$ cat config.mk
export PLATFORM = sky130hd
export DESIGN_NAME = multdiv_issue_ctrl_flat
export DESIGN_NICKNAME = d
export VERILOG_FILES = /design/src/rtl/multdiv_issue_ctrl_pkg.sv /design/src/rtl/multdiv_issue_ctrl_if.sv /design/src/rtl/multdiv_watchdog.sv /design/src/rtl/register.sv /design/src/rtl/multdiv_issue_ctrl.sv /design/src/flat_wrapper.sv
export SDC_FILE = /design/constraint.sdc
export NUM_CORES = 1
export LEC_CHECK = 0
export ABC_AREA = 1
export CAP_MARGIN = 10
export CORE_ASPECT_RATIO = 0.7
export CORE_MARGIN = 5
export CORE_UTILIZATION = 44
export DETAILED_ROUTE_END_ITERATION = 12
export GPL_ROUTABILITY_DRIVEN = 0
export GPL_TIMING_DRIVEN = 0
export MAX_ROUTING_LAYER = met4
export PLACE_DENSITY_LB_ADDON = 0.1
export SYNTH_ARGS = -nofsm -noshare
export SYNTH_HDL_FRONTEND = slang
export SYNTH_HIERARCHICAL = 1
export SYNTH_SLANG_ARGS = --single-unit
$ cat constraint.sdc
create_clock -name clock -period 3.6 [get_ports clock]
set_input_delay 1.08 -clock clock [delete_from_list [all_inputs] [get_ports clock]]
set_output_delay 1.08 -clock clock [all_outputs]
set_load 0.02 [all_outputs]
$ cat src/rtl/multdiv_issue_ctrl_pkg.sv
// Shared types and defaults for the mult/div issue controller.
// Optional watchdog build: define MULTDIV_TIMEOUT_EN.
package multdiv_issue_ctrl_pkg;

    typedef enum logic [1:0] {
        ST_IDLE   = 2'd0,
        ST_LAUNCH = 2'd1,
        ST_BUSY   = 2'd2,
        ST_DONE   = 2'd3
    } state_e;

    typedef enum logic {
        OP_MULT = 1'b0,
        OP_DIV  = 1'b1
    } op_e;

    localparam logic [4:0]  STATUS_REG_DEF = 5'd30;
    localparam logic [31:0] MULT_CODE_DEF  = 32'd4;
    localparam logic [31:0] DIV_CODE_DEF   = 32'd5;

    // Operand/destination latch layout, 69 bits wide.
    typedef struct packed {
        logic [31:0] a;
        logic [31:0] b;
        logic [4:0]  rd;
    } opnd_t;

    localparam int OPND_W = $bits(opnd_t);

    function automatic logic [31:0] exc_code(input op_e op, input logic [31:0] mult_code,
                                             input logic [31:0] div_code);
        return (op == OP_MULT) ? mult_code : div_code;
    endfunction

endpackage

$ cat src/rtl/multdiv_issue_ctrl_if.sv
// X-stage, mult/div unit and writeback signals of the issue controller.
// master = controller side, slave = pipeline/unit side.
interface multdiv_issue_ctrl_if;
    logic        ex_is_mult;
    logic        ex_is_div;
    logic [31:0] ex_operandA;
    logic [31:0] ex_operandB;
    logic [4:0]  ex_rd;

    logic        unit_clear;
    logic        mult_enable;
    logic        div_enable;
    logic [31:0] unit_operandA;
    logic [31:0] unit_operandB;

    logic [31:0] mult_result;
    logic        mult_exception;
    logic        mult_resultrdy;
    logic [31:0] div_result;
    logic        div_exception;
    logic        div_resultrdy;

    logic        stall;
    logic        wb_valid;
    logic [4:0]  wb_rd;
    logic [31:0] wb_data;
    logic        wb_exception;

    modport master (
        input  ex_is_mult, ex_is_div, ex_operandA, ex_operandB, ex_rd,
        input  mult_result, mult_exception, mult_resultrdy,
        input  div_result, div_exception, div_resultrdy,
        output unit_clear, mult_enable, div_enable, unit_operandA, unit_operandB,
        output stall, wb_valid, wb_rd, wb_data, wb_exception
    );

    modport slave (
        output ex_is_mult, ex_is_div, ex_operandA, ex_operandB, ex_rd,
        output mult_result, mult_exception, mult_resultrdy,
        output div_result, div_exception, div_resultrdy,
        input  unit_clear, mult_enable, div_enable, unit_operandA, unit_operandB,
        input  stall, wb_valid, wb_rd, wb_data, wb_exception
    );
endinterface

$ cat src/rtl/multdiv_watchdog.sv
// BUSY-cycle counter for the issue controller; only built with MULTDIV_TIMEOUT_EN.
module multdiv_watchdog #(
    parameter int LIMIT = 40
) (
    input  logic clock,
    input  logic clear,
    input  logic run,
    output logic expired
);
    localparam int          W    = $clog2(LIMIT + 1);
    localparam logic [W-1:0] LAST = W'(LIMIT - 1);

    logic [W-1:0] cnt_q;

    // First BUSY cycle sees count 0, so expiry lands on the LIMIT-th BUSY cycle.
    always_ff @(posedge clock) begin
        if (clear || !run)  cnt_q <= '0;
        else if (!expired)  cnt_q <= cnt_q + 1'b1;
    end

    assign expired = run && (cnt_q == LAST);
endmodule

$ cat src/rtl/register.sv
// Generic loadable register with synchronous active-high clear.
module register #(
    parameter int WIDTH = 32
) (
    input  logic             clock,
    input  logic             clear,
    input  logic             en,
    input  logic [WIDTH-1:0] d,
    output logic [WIDTH-1:0] q
);
    always_ff @(posedge clock) begin
        if (clear)   q <= '0;
        else if (en) q <= d;
    end
endmodule

$ cat src/rtl/multdiv_issue_ctrl.sv
// Issue/stall controller in front of the mult and div units: launch, wait, one writeback beat.
// Define MULTDIV_TIMEOUT_EN to add a BUSY watchdog that forces an exception writeback.
module multdiv_issue_ctrl
    import multdiv_issue_ctrl_pkg::*;
#(
    parameter logic [4:0]  STATUS_REG = STATUS_REG_DEF,
    parameter logic [31:0] MULT_CODE  = MULT_CODE_DEF,
    parameter logic [31:0] DIV_CODE   = DIV_CODE_DEF
`ifdef MULTDIV_TIMEOUT_EN
    ,
    parameter int          TIMEOUT_CYC = 40
`endif
) (
    input  logic                   clock,
    input  logic                   clear,
    multdiv_issue_ctrl_if.master   bus
);

    state_e      state_q;
    op_e         op_q;
    logic        unit_clear_q, mult_en_q, div_en_q;
    logic        wb_valid_q, wb_exc_q;
    logic [4:0]  wb_rd_q;
    logic [31:0] wb_data_q;

    opnd_t       opnd_d, opnd_q;
    logic        issue, latch_en, timeout, finish;
    logic        sel_rdy, sel_exc;
    logic [31:0] sel_result;
    logic        wb_exc_d;
    logic [4:0]  wb_rd_d;
    logic [31:0] wb_data_d;

    assign issue    = bus.ex_is_mult | bus.ex_is_div;
    assign latch_en = (state_q == ST_IDLE) && issue;
    assign opnd_d   = {bus.ex_operandA, bus.ex_operandB, bus.ex_rd};

    // Units see registered operands: mult_exception is combinational on them.
    register #(.WIDTH(OPND_W)) u_opnd_reg (
        .clock (clock),
        .clear (clear),
        .en    (latch_en),
        .d     (opnd_d),
        .q     (opnd_q)
    );

`ifdef MULTDIV_TIMEOUT_EN
    multdiv_watchdog #(.LIMIT(TIMEOUT_CYC)) u_watchdog (
        .clock   (clock),
        .clear   (clear),
        .run     (state_q == ST_BUSY),
        .expired (timeout)
    );
`else
    assign timeout = 1'b0;
`endif

    always_comb begin
        sel_rdy    = (op_q == OP_MULT) ? bus.mult_resultrdy : bus.div_resultrdy;
        sel_exc    = (op_q == OP_MULT) ? bus.mult_exception : bus.div_exception;
        sel_result = (op_q == OP_MULT) ? bus.mult_result    : bus.div_result;
        finish     = (state_q == ST_BUSY) && (sel_rdy || timeout);
        // A watchdog expiry without rdy is reported as the op's exception.
        wb_exc_d   = sel_rdy ? sel_exc : 1'b1;
        wb_rd_d    = wb_exc_d ? STATUS_REG : opnd_q.rd;
        wb_data_d  = wb_exc_d ? exc_code(op_q, MULT_CODE, DIV_CODE) : sel_result;
    end

    always_ff @(posedge clock) begin
        if (clear) begin
            state_q      <= ST_IDLE;
            op_q         <= OP_MULT;
            unit_clear_q <= 1'b0;
            mult_en_q    <= 1'b0;
            div_en_q     <= 1'b0;
            wb_valid_q   <= 1'b0;
            wb_exc_q     <= 1'b0;
            wb_rd_q      <= '0;
            wb_data_q    <= '0;
        end else begin
            unit_clear_q <= 1'b0;
            mult_en_q    <= 1'b0;
            div_en_q     <= 1'b0;
            wb_valid_q   <= 1'b0;
            case (state_q)
                ST_IDLE: begin
                    if (issue) begin
                        state_q      <= ST_LAUNCH;
                        op_q         <= bus.ex_is_mult ? OP_MULT : OP_DIV;
                        unit_clear_q <= 1'b1;
                    end
                end
                ST_LAUNCH: begin
                    state_q   <= ST_BUSY;
                    mult_en_q <= (op_q == OP_MULT);
                    div_en_q  <= (op_q == OP_DIV);
                end
                ST_BUSY: begin
                    if (finish) begin
                        state_q    <= ST_DONE;
                        wb_valid_q <= 1'b1;
                        wb_exc_q   <= wb_exc_d;
                        wb_rd_q    <= wb_rd_d;
                        wb_data_q  <= wb_data_d;
                    end else begin
                        mult_en_q <= (op_q == OP_MULT);
                        div_en_q  <= (op_q == OP_DIV);
                    end
                end
                ST_DONE: state_q <= ST_IDLE;
                default: state_q <= ST_IDLE;
            endcase
        end
    end

    // Stall covers the issue cycle itself, so it cannot wait for a register.
    assign bus.stall = !clear && (((state_q == ST_IDLE) && issue) ||
                                  (state_q == ST_LAUNCH) || (state_q == ST_BUSY));

    assign bus.unit_clear    = unit_clear_q;
    assign bus.mult_enable   = mult_en_q;
    assign bus.div_enable    = div_en_q;
    assign bus.unit_operandA = opnd_q.a;
    assign bus.unit_operandB = opnd_q.b;
    assign bus.wb_valid      = wb_valid_q;
    assign bus.wb_rd         = wb_rd_q;
    assign bus.wb_data       = wb_data_q;
    assign bus.wb_exception  = wb_exc_q;

endmodule

$ cat src/flat_wrapper.sv
// flat-port wrapper written by rule: the top's interface ports become plain ports
module multdiv_issue_ctrl_flat import multdiv_issue_ctrl_pkg::*;
#(
    parameter logic [4:0]  STATUS_REG = STATUS_REG_DEF,
    parameter logic [31:0] MULT_CODE  = MULT_CODE_DEF,
    parameter logic [31:0] DIV_CODE   = DIV_CODE_DEF

)
  (clock, clear, bus_ex_is_mult, bus_ex_is_div, bus_ex_operandA, bus_ex_operandB, bus_ex_rd, bus_mult_result, bus_mult_exception, bus_mult_resultrdy, bus_div_result, bus_div_exception, bus_div_resultrdy, bus_unit_clear, bus_mult_enable, bus_div_enable, bus_unit_operandA, bus_unit_operandB, bus_stall, bus_wb_valid, bus_wb_rd, bus_wb_data, bus_wb_exception);
  multdiv_issue_ctrl_if bus_i ();
  input  logic clock;
  input  logic clear;
  input wire logic [$bits(bus_i.ex_is_mult)-1:0] bus_ex_is_mult;
  input wire logic [$bits(bus_i.ex_is_div)-1:0] bus_ex_is_div;
  input wire logic [$bits(bus_i.ex_operandA)-1:0] bus_ex_operandA;
  input wire logic [$bits(bus_i.ex_operandB)-1:0] bus_ex_operandB;
  input wire logic [$bits(bus_i.ex_rd)-1:0] bus_ex_rd;
  input wire logic [$bits(bus_i.mult_result)-1:0] bus_mult_result;
  input wire logic [$bits(bus_i.mult_exception)-1:0] bus_mult_exception;
  input wire logic [$bits(bus_i.mult_resultrdy)-1:0] bus_mult_resultrdy;
  input wire logic [$bits(bus_i.div_result)-1:0] bus_div_result;
  input wire logic [$bits(bus_i.div_exception)-1:0] bus_div_exception;
  input wire logic [$bits(bus_i.div_resultrdy)-1:0] bus_div_resultrdy;
  output wire logic [$bits(bus_i.unit_clear)-1:0] bus_unit_clear;
  output wire logic [$bits(bus_i.mult_enable)-1:0] bus_mult_enable;
  output wire logic [$bits(bus_i.div_enable)-1:0] bus_div_enable;
  output wire logic [$bits(bus_i.unit_operandA)-1:0] bus_unit_operandA;
  output wire logic [$bits(bus_i.unit_operandB)-1:0] bus_unit_operandB;
  output wire logic [$bits(bus_i.stall)-1:0] bus_stall;
  output wire logic [$bits(bus_i.wb_valid)-1:0] bus_wb_valid;
  output wire logic [$bits(bus_i.wb_rd)-1:0] bus_wb_rd;
  output wire logic [$bits(bus_i.wb_data)-1:0] bus_wb_data;
  output wire logic [$bits(bus_i.wb_exception)-1:0] bus_wb_exception;
  assign bus_i.ex_is_mult = bus_ex_is_mult;
  assign bus_i.ex_is_div = bus_ex_is_div;
  assign bus_i.ex_operandA = bus_ex_operandA;
  assign bus_i.ex_operandB = bus_ex_operandB;
  assign bus_i.ex_rd = bus_ex_rd;
  assign bus_i.mult_result = bus_mult_result;
  assign bus_i.mult_exception = bus_mult_exception;
  assign bus_i.mult_resultrdy = bus_mult_resultrdy;
  assign bus_i.div_result = bus_div_result;
  assign bus_i.div_exception = bus_div_exception;
  assign bus_i.div_resultrdy = bus_div_resultrdy;
  assign bus_unit_clear = bus_i.unit_clear;
  assign bus_mult_enable = bus_i.mult_enable;
  assign bus_div_enable = bus_i.div_enable;
  assign bus_unit_operandA = bus_i.unit_operandA;
  assign bus_unit_operandB = bus_i.unit_operandB;
  assign bus_stall = bus_i.stall;
  assign bus_wb_valid = bus_i.wb_valid;
  assign bus_wb_rd = bus_i.wb_rd;
  assign bus_wb_data = bus_i.wb_data;
  assign bus_wb_exception = bus_i.wb_exception;
  multdiv_issue_ctrl #(.STATUS_REG(STATUS_REG), .MULT_CODE(MULT_CODE), .DIV_CODE(DIV_CODE)) u_core (.clock(clock), .clear(clear), .bus(bus_i));
endmodule
# After elaboration in Yosys (flattened, before gate mapping)
# Cells that the tools add are included.
# W data, S select, Z words.
dict set report classes {
  n_eq_ne 5
  muxes 17
  bitwise_logic 4
  reduce_logical 12
}
# op count
set ops {}
lappend ops {{$mux W32} 2}
lappend ops {{$mux W1} 9}
lappend ops {{$pmux W2 S4} 1}
lappend ops {{$reduce_and A2 Y1} 3}
lappend ops {{$mux W5} 1}
lappend ops {{$eq A2 B2 Y1 const B} 2}
lappend ops {{$mux W2} 2}
lappend ops {{$ne A2 B1 Y1 const B} 2}
lappend ops {{$pmux W1 S2} 2}
lappend ops {{$reduce_or A2 Y1} 2}
lappend ops {{$logic_and A1 B1 Y1} 3}
lappend ops {{$not A1 Y1} 3}
lappend ops {{$eq A2 B1 Y1 const B} 1}
lappend ops {{$logic_not A2 Y1} 1}
lappend ops {{$logic_or A1 B1 Y1} 2}
lappend ops {{$logic_not A1 Y1} 1}
lappend ops {{$or A1 B1 Y1} 1}
dict set report word_totals {
  register_bits 114
  wordCells 48
}

# Logic depth before layout (Yosys ltp)
# Gate-level depths: netlist of the first run.
dict set report logic_depth {
  depth_word 5
  mapped_depth 9
  mapped_depth_nobuf 7
}

# By module
# The synthesis of the first run kept the hierarchy.
# module n_inst cells_each area_each_um2
set by_module_without_submodules {}
lappend by_module_without_submodules {register 1 437 2861.5}
lappend by_module_without_submodules {multdiv_issue_ctrl 1 329 2184.6}

# Least setup slack after synthesis of the first run
# Ideal clock, no wire load.
dict set report synth_timing {
  kind {input to output}
  startpoint {input port bus_ex_is_mult}
  endpoint {output port bus_stall}
  arrival_time_ns 1.575
  setup_slack_ns 0.945
  cell_stages 2
  path_buffers 0
  cell_sequence {o21ai_0 > a31oi_1}
}
dict set report synth_between {
  elab_chain_len 5
}
# element line_no
set synth_lines {}
lappend synth_lines {{from (decl)} flat_wrapper.sv:13} ;# input wire logic [$bits(bus_i.ex_is_mult)-1:0] bus_ex_is_mult;
lappend synth_lines {{$or A1 B1 Y1} multdiv_issue_ctrl.sv:34} ;# assign issue = bus.ex_is_mult | bus.ex_is_div;
lappend synth_lines {{$logic_and A1 B1 Y1} multdiv_issue_ctrl.sv:117} ;# assign bus.stall = !clear && (((state_q == ST_IDLE) && issue) ||
lappend synth_lines {{$logic_or A1 B1 Y1} multdiv_issue_ctrl.sv:117}
lappend synth_lines {{$logic_or A1 B1 Y1} multdiv_issue_ctrl.sv:118} ;# (state_q == ST_LAUNCH) || (state_q == ST_BUSY));
lappend synth_lines {{$logic_and A1 B1 Y1} multdiv_issue_ctrl.sv:117}
lappend synth_lines {{to (decl)} flat_wrapper.sv:29} ;# output wire logic [$bits(bus_i.stall)-1:0] bus_stall;
# Every way passes these cells.

# Final worst setup path of the first run
# Ends and elaborated chain as after synthesis.

==> results of run 1 <==
stage by stage:
stage | total power, uW | setup WS, ps | util
2_1_floorplan | 3310 | 945 | -
3_3_place_gp | 4320 | -11.0 | 0.693
3_5_place_dp | 4360 | -5.86 | 0.693
4_1_cts | 6000 | 256 | 0.745
5_1_grt | 6350 | 172 | 0.745
6_report | 5950 | 268 | 0.745
sequential cells by signal, summed over array words and instances, names as in the netlist:
register / cells
u_core/bus.wb_data: 32
u_core/state_q: 2
u_core/bus.div_enable: 1
u_core/bus.wb_exception: 1
u_core/op_q: 1
u_core/bus.unit_clear: 1
u_core/bus.wb_valid: 1
u_core/bus.mult_enable: 1
u_core/bus.wb_rd: 5
u_core/u_opnd_reg/q: 69
cell type report:
class	instances	area (sq um)	area share
timing repair buffer	247	2470	0.298
sequential	114	2280	0.275
multi-input combinational	518	2110	0.255
clock buffer	19	443	0.0534
inverter	91	342	0.0412
buffer	43	309	0.0373
tap	153	191	0.0231
clock inverter	13	138	0.0166
timing repair:
item | CTS | global route
endpoints found under the setup margin | 1 | 0
gates resized for setup | 1 | 0
hold buffers | 0 | 0
per-layer routing:
layer,GRT usage,part of all wire,vias to the layer above
met1,0.271,0.44,2292
met4,0.0615,0.0069,0
met3,0.0779,0.098,9
met2,0.349,0.46,167
met5,-,0,-
li1,-,-,2817
worst max-delay path: stages:
cell	delay [ps]
clkdlybuf4s50_1	430
o21ai_0	280
a31oi_1	110
dlygate4sd2_1	350
layout by cell type, fill, tap and decap left out:
| cell type | synthesis | routed |
|---|---|---|
| clkinv_4 | 0 | 2 |
| nand2_1 | 282 | 282 |
| inv_2 | 3 | 3 |
| buf_2 | 10 | 10 |
| inv_1 | 88 | 88 |
| a21oi_1 | 11 | 11 |
| buf_4 | 10 | 10 |
| dlygate4sd2_1 | 0 | 1 |
| a31oi_1 | 1 | 1 |
| bufinv_16 | 0 | 2 |
| nand4_1 | 1 | 1 |
| clkinv_2 | 0 | 3 |
| buf_6 | 13 | 13 |
| clkinvlp_4 | 0 | 6 |
| o21ai_0 | 2 | 2 |
| nor3b_1 | 1 | 1 |
| nand3_1 | 65 | 65 |
| clkdlybuf4s50_1 | 0 | 246 |
| nor3_1 | 1 | 1 |
| dfxtp_1 | 114 | 114 |
| nor2_4 | 2 | 2 |
| clkbuf_8 | 0 | 1 |
| nand2_2 | 2 | 2 |
| buf_1 | 4 | 4 |
| ha_1 | 4 | 4 |
| clkbuf_1 | 6 | 7 |
| mux2i_1 | 1 | 1 |
| clkbuf_16 | 0 | 17 |
| nor2_1 | 145 | 145 |
worst max-delay path by stage:
| stage | start | endpoint | slack, ps | depth (start not counted) |
|---|---|---|---|---|
| 2_1_floorplan | bus_ex_is_mult | bus_stall | 940 | 2 |
| 3_3_place_gp | bus_ex_is_mult | bus_stall | -10 | 4 |
| 3_5_place_dp | bus_ex_is_mult | bus_stall | -6 | 4 |
| 4_1_cts | bus_ex_is_mult | bus_stall | 260 | 4 |
| 5_1_grt | bus_ex_is_mult | bus_stall | 170 | 4 |
| 6_report | bus_ex_is_mult | bus_stall | 270 | 4 |
report_power, final:
part | internal [uW] | total (uW) | switching, uW
Combinational | 1150 | 2600 | 1450
Sequential | 1590 | 1740 | 154
Clock | 1030 | 1610 | 580
cell families after synthesis:
logic type / count (synthesis) / share of synthesized area
adder cells (fa/ha/maj): 4 / 0.00992
multiplexers: 1 / 0.00198
flip-flops: 114 / 0.452
AO/OA/AOI/OAI: 14 / 0.0141
AND/OR/NAND/NOR: 499 / 0.393
buffers and inverters: 134 / 0.129
==> impl_metrics.tcl, run 1 <==
set metrics [dict create \
    die_area_sq_mm 0.0137 \
    die_x_um 138 \
    fill_cells 907 \
    maxCapViolCount 0 \
    cts.clk_slew.worst_paths_ps 60 \
    htree_levels 4 \
    dpl.cell_count 1166 \
    p_leak_uw 0.00405 \
    worstSetupPathType "in2out" \
    place_hpwl_mm 11.7 \
    fp-row-count 32 \
    min_to "u_core/bus.wb_rd[4]" \
    grt_first_pass_wirelength_mm 23.3 \
    dpl-instance-area_sq_mm 0.00771 \
    max_slew_margin 0.682 \
    postCtsSetupRepairBufs 0 \
    status "finished, final reports clean" \
    wl_per_cell_um 12.8 \
    start_util 0.453 \
    yosys_warnings 6 \
    stdcell_count 1198 \
    core_region_area_sq_mm 0.0111 \
    vias_per_cell 4.41 \
    ioPinCount 248 \
    fin_setup_tns_ps 0 \
    io_buffers 247 \
    synth_nets 911 \
    r2r_cells 9 \
    die-height_um 99.6 \
    root_buffer "clkbuf_16" \
    crit_required_ps 2520 \
    grt-ovfl-total 0 \
    synth_most_common_cell "nand2_1" \
    synthDistinctLibCells 21 \
    cp-end-kind "output pin" \
    fin_area_sq_mm 0.00829 \
    antennaDiodeCount 0 \
    syn_avg_cell_area_sq_um 6.59 \
    r2r_setup_slack_ps 1960 \
    setup_violations 0 \
    cts_tree "done" \
    ys_seq_elements 114 \
    reg2reg_to "u_core/u_opnd_reg/q[22]" \
    synthTopCellsByArea "dfxtp_1 45%, nand2_1 21%, nor2_1 11%, inv_1 6.5%, nand3_1 6.4%" \
    clockBufferDepth 2 \
    cts-buffers-inserted 17 \
    drcViolationCount 0 \
    synth_top_cell_by_area "dfxtp_1" \
    dr.pass1.iters 4 \
    finalClockSkew_ps 7.64 \
    powerDensity_mw_per_mm2 718 \
    grt_use_total 0.222 \
    rsz0062_at_grt "no" \
    max_freq_ghz 0.300 \
    syn_area_sq_mm 0.00505 \
    grt_max_degree 17 \
    whs_path_depth 2 \
    synthTopCellsByCount "282 x nand2_1, 145 x nor2_1, 114 x dfxtp_1" \
    synth-main-ff-cell "dfxtp_1" \
    drtIter0Drc 302 \
    clk_latency_ps 400 \
    startpoint_type "primary input" \
    finalHoldViolCount 0 \
    antenna_found_initial 0 \
    num_vias 5285 \
    netlist_instances 766 \
    cts_sinks 114 \
    drt_wl_total_mm 15.3 \
    min_from "u_core/u_opnd_reg/q[4]" \
    peakVddDrop_uv 525 \
    hp-class "reg2reg" \
    seq_area_frac_synth 0.452 \
    ant_nets 0 \
    async_flop_share 0 \
    layout-drive-gt1-share 0.0679 \
    timing.rr.start "u_core/state_q[0]" \
    worst_slew_pin_slew_ps 477 \
    drv_slew 0 \
    synth_edf_count 0 \
    finalCriticalPeriod_ps 3330 \
    crit_path_max_fanout 3 \
    area_delta_synth_final_pct 64.3 \
    hold_ws_ps 448 \
    nNetsFinal 1177 \
    worstPathArrival_ps 2250 \
    grt_pass1_vias 4849 \
    synth_top_area_frac 0.452 \
    fin_crit_sh 0.926 \
]
No activity file was read; power rests on OpenSTA's default activity.
==> inputs of run 2 (changes only) <==
--- a/config.mk
+++ b/config.mk
@@ -6,7 +6,6 @@
 export NUM_CORES = 1
 export LEC_CHECK = 0
 export ABC_AREA = 1
-export CAP_MARGIN = 10
 export CORE_ASPECT_RATIO = 0.7
 export CORE_MARGIN = 5
 export CORE_UTILIZATION = 44
@@ -14,7 +13,7 @@
 export GPL_ROUTABILITY_DRIVEN = 0
 export GPL_TIMING_DRIVEN = 0
 export MAX_ROUTING_LAYER = met4
-export PLACE_DENSITY_LB_ADDON = 0.1
+export PLACE_DENSITY = 0.91
 export SYNTH_ARGS = -nofsm -noshare
 export SYNTH_HDL_FRONTEND = slang
 export SYNTH_HIERARCHICAL = 1
==> run 2 against run 1 <==
Clock power barely moved. Sequential share of layout area barely moved. Final cell count did not move. Non-clock buffer count did not move. Register-to-register slack got worse by 50 ps. Final area barely moved. Critical path type unchanged. Largest cell class unchanged. Flip-flop and latch count did not move. Utilization barely moved. Clock skew rose by 1.7 ps. Combinational power rose by 2%.
==> impl_metrics.tcl, run 2 (synthesis results as in run 1) <==
set metrics [dict create \
    antenna_found_initial 0 \
    p_leak_uw 0.00406 \
    drcViolationCount 0 \
    grt_max_degree 17 \
    wl_per_cell_um 14.2 \
    layout_common_cells "282 x nand2_1, 246 x clkdlybuf4s50_1, 145 x nor2_1, 114 x dfxtp_1, 88 x inv_1" \
    path_cells "clkdlybuf4s50_1 -> o21ai_0 -> a31oi_1 -> dlygate4sd2_1" \
    hp-class "reg2reg" \
    setup_violations 0 \
    ioPinCount 248 \
    cp-end-kind "output pin" \
    cts_resized 1 \
    fill_cells 862 \
    drt_wl_total_mm 17.1 \
    fin_area_sq_mm 0.00829 \
    vias_per_cell 4.61 \
    max_stage_delay_ps 450 \
    crit_start "bus_ex_is_mult" \
    crit_slowest_cell "clkdlybuf4s50_1" \
    die-height_um 99.6 \
    drv_slew 0 \
    num_vias 5521 \
    nNetsFinal 1177 \
    timing.rr.start "u_core/state_q[1]" \
    cts_tree "done" \
    dr.pass1.iters 4 \
    layout-drive-gt1-share 0.0670 \
    maxCapViolCount 0 \
    peakVddDrop_uv 556 \
    finalClockSkew_ps 9.36 \
    fin_setup_tns_ps 0 \
    fin_util 0.745 \
    clk_latency_ps 400 \
    htree_levels 4 \
    max_slew_margin 0.665 \
    grt-ovfl-total 0 \
    layout_commonest_cell "nand2_1" \
    cts_sinks 114 \
    critPathBufInv 2 \
    largest_reg_flops 69 \
    rsz0062_at_grt "no" \
    cts.clk_slew.worst_paths_ps 50 \
    drtIter0Drc 232 \
    postCtsSetupRepairBufs 0 \
    worstPathArrival_ps 2300 \
    place_hpwl_mm 12.9 \
    finalCriticalPeriod_ps 3380 \
    powerDensity_mw_per_mm2 727 \
    status "finished, final reports clean" \
    finalHoldViolCount 0 \
    die_x_um 138 \
    worst_slew_pin_slew_ps 503 \
    dpl-instance-area_sq_mm 0.00771 \
    min_from "u_core/u_opnd_reg/q[2]" \
    core_region_area_sq_mm 0.0111 \
    grt_pass1_vias 5409 \
    grt_use_total 0.245 \
    fin_crit_sh 0.939 \
    start_util 0.453 \
    largest_register "u_core/u_opnd_reg/q" \
    io_buffers 247 \
    fp-row-count 32 \
    startpoint_type "primary input" \
    grt_first_pass_wirelength_mm 25.9 \
    max_freq_ghz 0.296 \
    worstSetupPathType "in2out" \
    cts-buffers-inserted 17 \
    die_area_sq_mm 0.0137 \
    crit_required_ps 2520 \
    antennaDiodeCount 0 \
    crit_path_max_fanout 3 \
    clockBufferDepth 2 \
    area_delta_synth_final_pct 64.3 \
    cts_hold_buf 0 \
    root_buffer "clkbuf_16" \
    cp_top_family "buffers and inverters" \
    ant_nets 0 \
]
run 2: cell count changes in the layout (fill, tap and decap cells not counted), sizes merged:
cell,delta
clkinvlp,-3
clkbuf,+3
run 2: worst paths after layout:
| check | slack (ps) | cells after the start | end |
|---|---|---|---|
| setup / recovery | 220 | 4 | bus_stall |
| hold / removal | 440 | 2 | u_core/bus.wb_rd[2] |
| setup reg to reg | 1910 | 8 | u_core/u_opnd_reg/q[21] |
| hold reg to reg | 440 | 2 | u_core/bus.wb_rd[2] |
run 2: power by group:
group | leakage [uW] | total, uW | internal, uW | switching [uW]
sequential | 0.000938 | 1750 | 1590 | 165
combinational | 0.00284 | 2650 | 1150 | 1490
clock | 0.000282 | 1630 | 1070 | 563
run 2: routing by layer:
metal	routed length [um]	vias up	part of all wire	track usage
met1	6520	2467	0.38	0.256
met3	1980	29	0.12	0.0950
li1	-	2807	-	-
met5	0	-	0	-
met4	335	0	0.020	0.0767
met2	8220	218	0.48	0.426
run 2: worst register-to-register path: cells and delay by family, from the launching register on:
kind	cells	cell delay, ps
AOI/OAI and AO/OA	1	130
adders and majority gates	1	220
buffers and inverters	4	660
DFF	1	370
and+or+nand+nor	2	220
run 2: metrics by stage:
step,power (uW),setup WS [ps],hold WS [ps],cells
after floorplan,3310,945,425,766
after global placement,4330,-11.4,432,1166
after CTS,6070,226,446,1198
final,6030,220,439,1198
after global routing,6400,149,462,1198
after detailed placement,4400,-38.7,439,1166
run 2: area by class of cell:
cell class | count | area (sq um) | area share
timing repair buffer | 247 | 2470 | 0.298
buffer | 43 | 309 | 0.0373
sequential | 114 | 2280 | 0.275
clock buffer | 22 | 474 | 0.0572
multi-input combinational | 518 | 2110 | 0.255
tap | 153 | 191 | 0.0231
inverter | 91 | 342 | 0.0412
clock inverter | 10 | 108 | 0.0130
==> inputs of run 3 (changes only) <==
==> constraint.sdc (replaced) <==
create_clock -name clock -period 3.6 [get_ports clock]
set_input_delay 0.72 -clock clock [delete_from_list [all_inputs] [get_ports clock]]
set_output_delay 0.72 -clock clock [all_outputs]
set_load 0.02 [all_outputs]
==> run 3 against run 2 <==
Final cell count unchanged. Largest power group unchanged. Critical path depth unchanged. Largest cell class unchanged. Total power about the same. Count of clock-buffer cells in the layout unchanged. Critical path type unchanged. Die area unchanged. Combinational power about the same.
==> impl_metrics.tcl, run 3 (synthesis results as in run 1) <==
set metrics [dict create \
    status "finished, final reports clean" \
    layout-drive-gt1-share 0.0670 \
    critical_path_cell_count 4 \
    clockBufferDepth 2 \
    crit_slowest_cell "clkdlybuf4s50_1" \
    largest_reg_flops 69 \
    layout_common_cells "282 x nand2_1, 247 x clkdlybuf4s50_1, 145 x nor2_1, 114 x dfxtp_1, 88 x inv_1" \
    critPathBufInv 2 \
    maxCapViolCount 0 \
    peakVddDrop_uv 556 \
    worst_slew_pin_slew_ps 503 \
    grt_first_pass_wirelength_mm 25.9 \
    r2r_cells 8 \
    largest_register "u_core/u_opnd_reg/q" \
    rsz0062_at_grt "no" \
    htree_levels 4 \
    die-height_um 99.6 \
    place_hpwl_mm 12.9 \
    cts_tree "done" \
    drv_slew 0 \
    startpoint_type "primary input" \
    grt_pass1_vias 5409 \
    finalHoldViolCount 0 \
    grt_max_degree 17 \
    r2r_setup_slack_ps 1910 \
    p_leak_uw 0.00406 \
    crit_required_ps 2880 \
    io_buffers 247 \
    nNetsFinal 1177 \
    vias_per_cell 4.61 \
    crit_start "bus_ex_is_mult" \
    path_common_cell "clkdlybuf4s50_1" \
    cts_sinks 114 \
    dr.pass1.iters 4 \
    wl_per_cell_um 14.2 \
    die_area_sq_mm 0.0137 \
    max_freq_ghz 0.343 \
    fin_area_sq_mm 0.00829 \
    fin_setup_tns_ps 0 \
    cts_hold_buf 0 \
    finalCriticalPeriod_ps 2910 \
    drcViolationCount 0 \
    drt_wl_total_mm 17.1 \
    drtIter0Drc 232 \
    cp-end-kind "output pin" \
    clk_latency_ps 400 \
    cts_resized 0 \
    postCtsSetupRepairBufs 0 \
    timing.rr.start "u_core/state_q[1]" \
    fp-row-count 32 \
    antenna_found_initial 0 \
    path_cells "clkdlybuf4s50_1 -> o21ai_0 -> a31oi_1 -> clkdlybuf4s50_1" \
    crit_end "bus_stall" \
    dpl-instance-area_sq_mm 0.00771 \
    die_x_um 138 \
    root_buffer "clkbuf_16" \
    antennaDiodeCount 0 \
    grt_use_total 0.245 \
    num_vias 5521 \
    grt-ovfl-total 0 \
    hp-class "reg2reg" \
    max_stage_delay_ps 640 \
    reg2reg_to "u_core/u_opnd_reg/q[21]" \
    setup_violations 0 \
    finalClockSkew_ps 9.36 \
    core_region_area_sq_mm 0.0111 \
    ioPinCount 248 \
    start_util 0.453 \
    cts.clk_slew.worst_paths_ps 50 \
    crit_path_max_fanout 3 \
    max_slew_margin 0.665 \
    worstSetupPathType "in2out" \
    worstPathArrival_ps 2190 \
    layout_commonest_cell "nand2_1" \
    area_delta_synth_final_pct 64.3 \
    fin_crit_sh 0.809 \
    ant_nets 0 \
    powerDensity_mw_per_mm2 727 \
    cp_top_family "buffers and inverters" \
    cts-buffers-inserted 17 \
]
==> run 3: metrics by stage <==
stage	hold WS, ps	power, uW	util	setup WS (ps)	instances
final	439	6030	0.745	686	1198
after global routing	462	6400	0.745	625	1198
after CTS	446	6070	0.745	685	1198
after detailed placement	439	4400	0.693	681	1166
after global placement	432	4330	0.693	709	1166
after floorplan	425	3310	-	1660	766
==> run 3: final cells by class <==
cell class	count	area (sq um)
clock buffers	22	474
clock inverters	10	108
plain buffers	43	309
inverters	91	342
well taps	153	191
multi-input cells	518	2110
repair buffers	247	2470
flip-flops and latches	114	2280
fillers	862	2840
==> run 3: worst min-delay path by stage <==
stage	startpoint	slack, ps	depth (start not counted)	to
after floorplan	u_core/u_opnd_reg/q[1]	430	2	u_core/bus.wb_rd[1]
after global placement	u_core/u_opnd_reg/q[2]	430	2	u_core/bus.wb_rd[2]
after detailed placement	u_core/u_opnd_reg/q[1]	440	2	u_core/bus.wb_rd[1]
after CTS	u_core/u_opnd_reg/q[2]	450	2	u_core/bus.wb_rd[2]
after global routing	u_core/u_opnd_reg/q[2]	460	2	u_core/bus.wb_rd[2]
final	u_core/u_opnd_reg/q[2]	440	2	u_core/bus.wb_rd[2]
==> run 3: power breakdown <==
| group | switching (uW) | internal (uW) | total, uW | leakage, uW |
|---|---|---|---|---|
| logic | 1490 | 1160 | 2650 | 0.00284 |
| registers | 165 | 1590 | 1750 | 0.000938 |
| clock network | 563 | 1070 | 1630 | 0.000282 |
| total | 2220 | 3810 | 6030 | 0.00406 |
==> run 3: worst min-delay path: cells and delay by family (launching register included) <==
family          cells  cell delay [ps]
buf+inv             1               50
compound gates      1               50
flops               1              300
==> run 3: routing by layer <==
layer,global-route usage,vias up,part of all wire,routed length (um)
li1,-,2807,-,-
met1,0.256,2467,0.38,6520
met2,0.426,218,0.48,8220
met3,0.0950,29,0.12,1980
met4,0.0767,0,0.020,335
met5,-,-,0,0
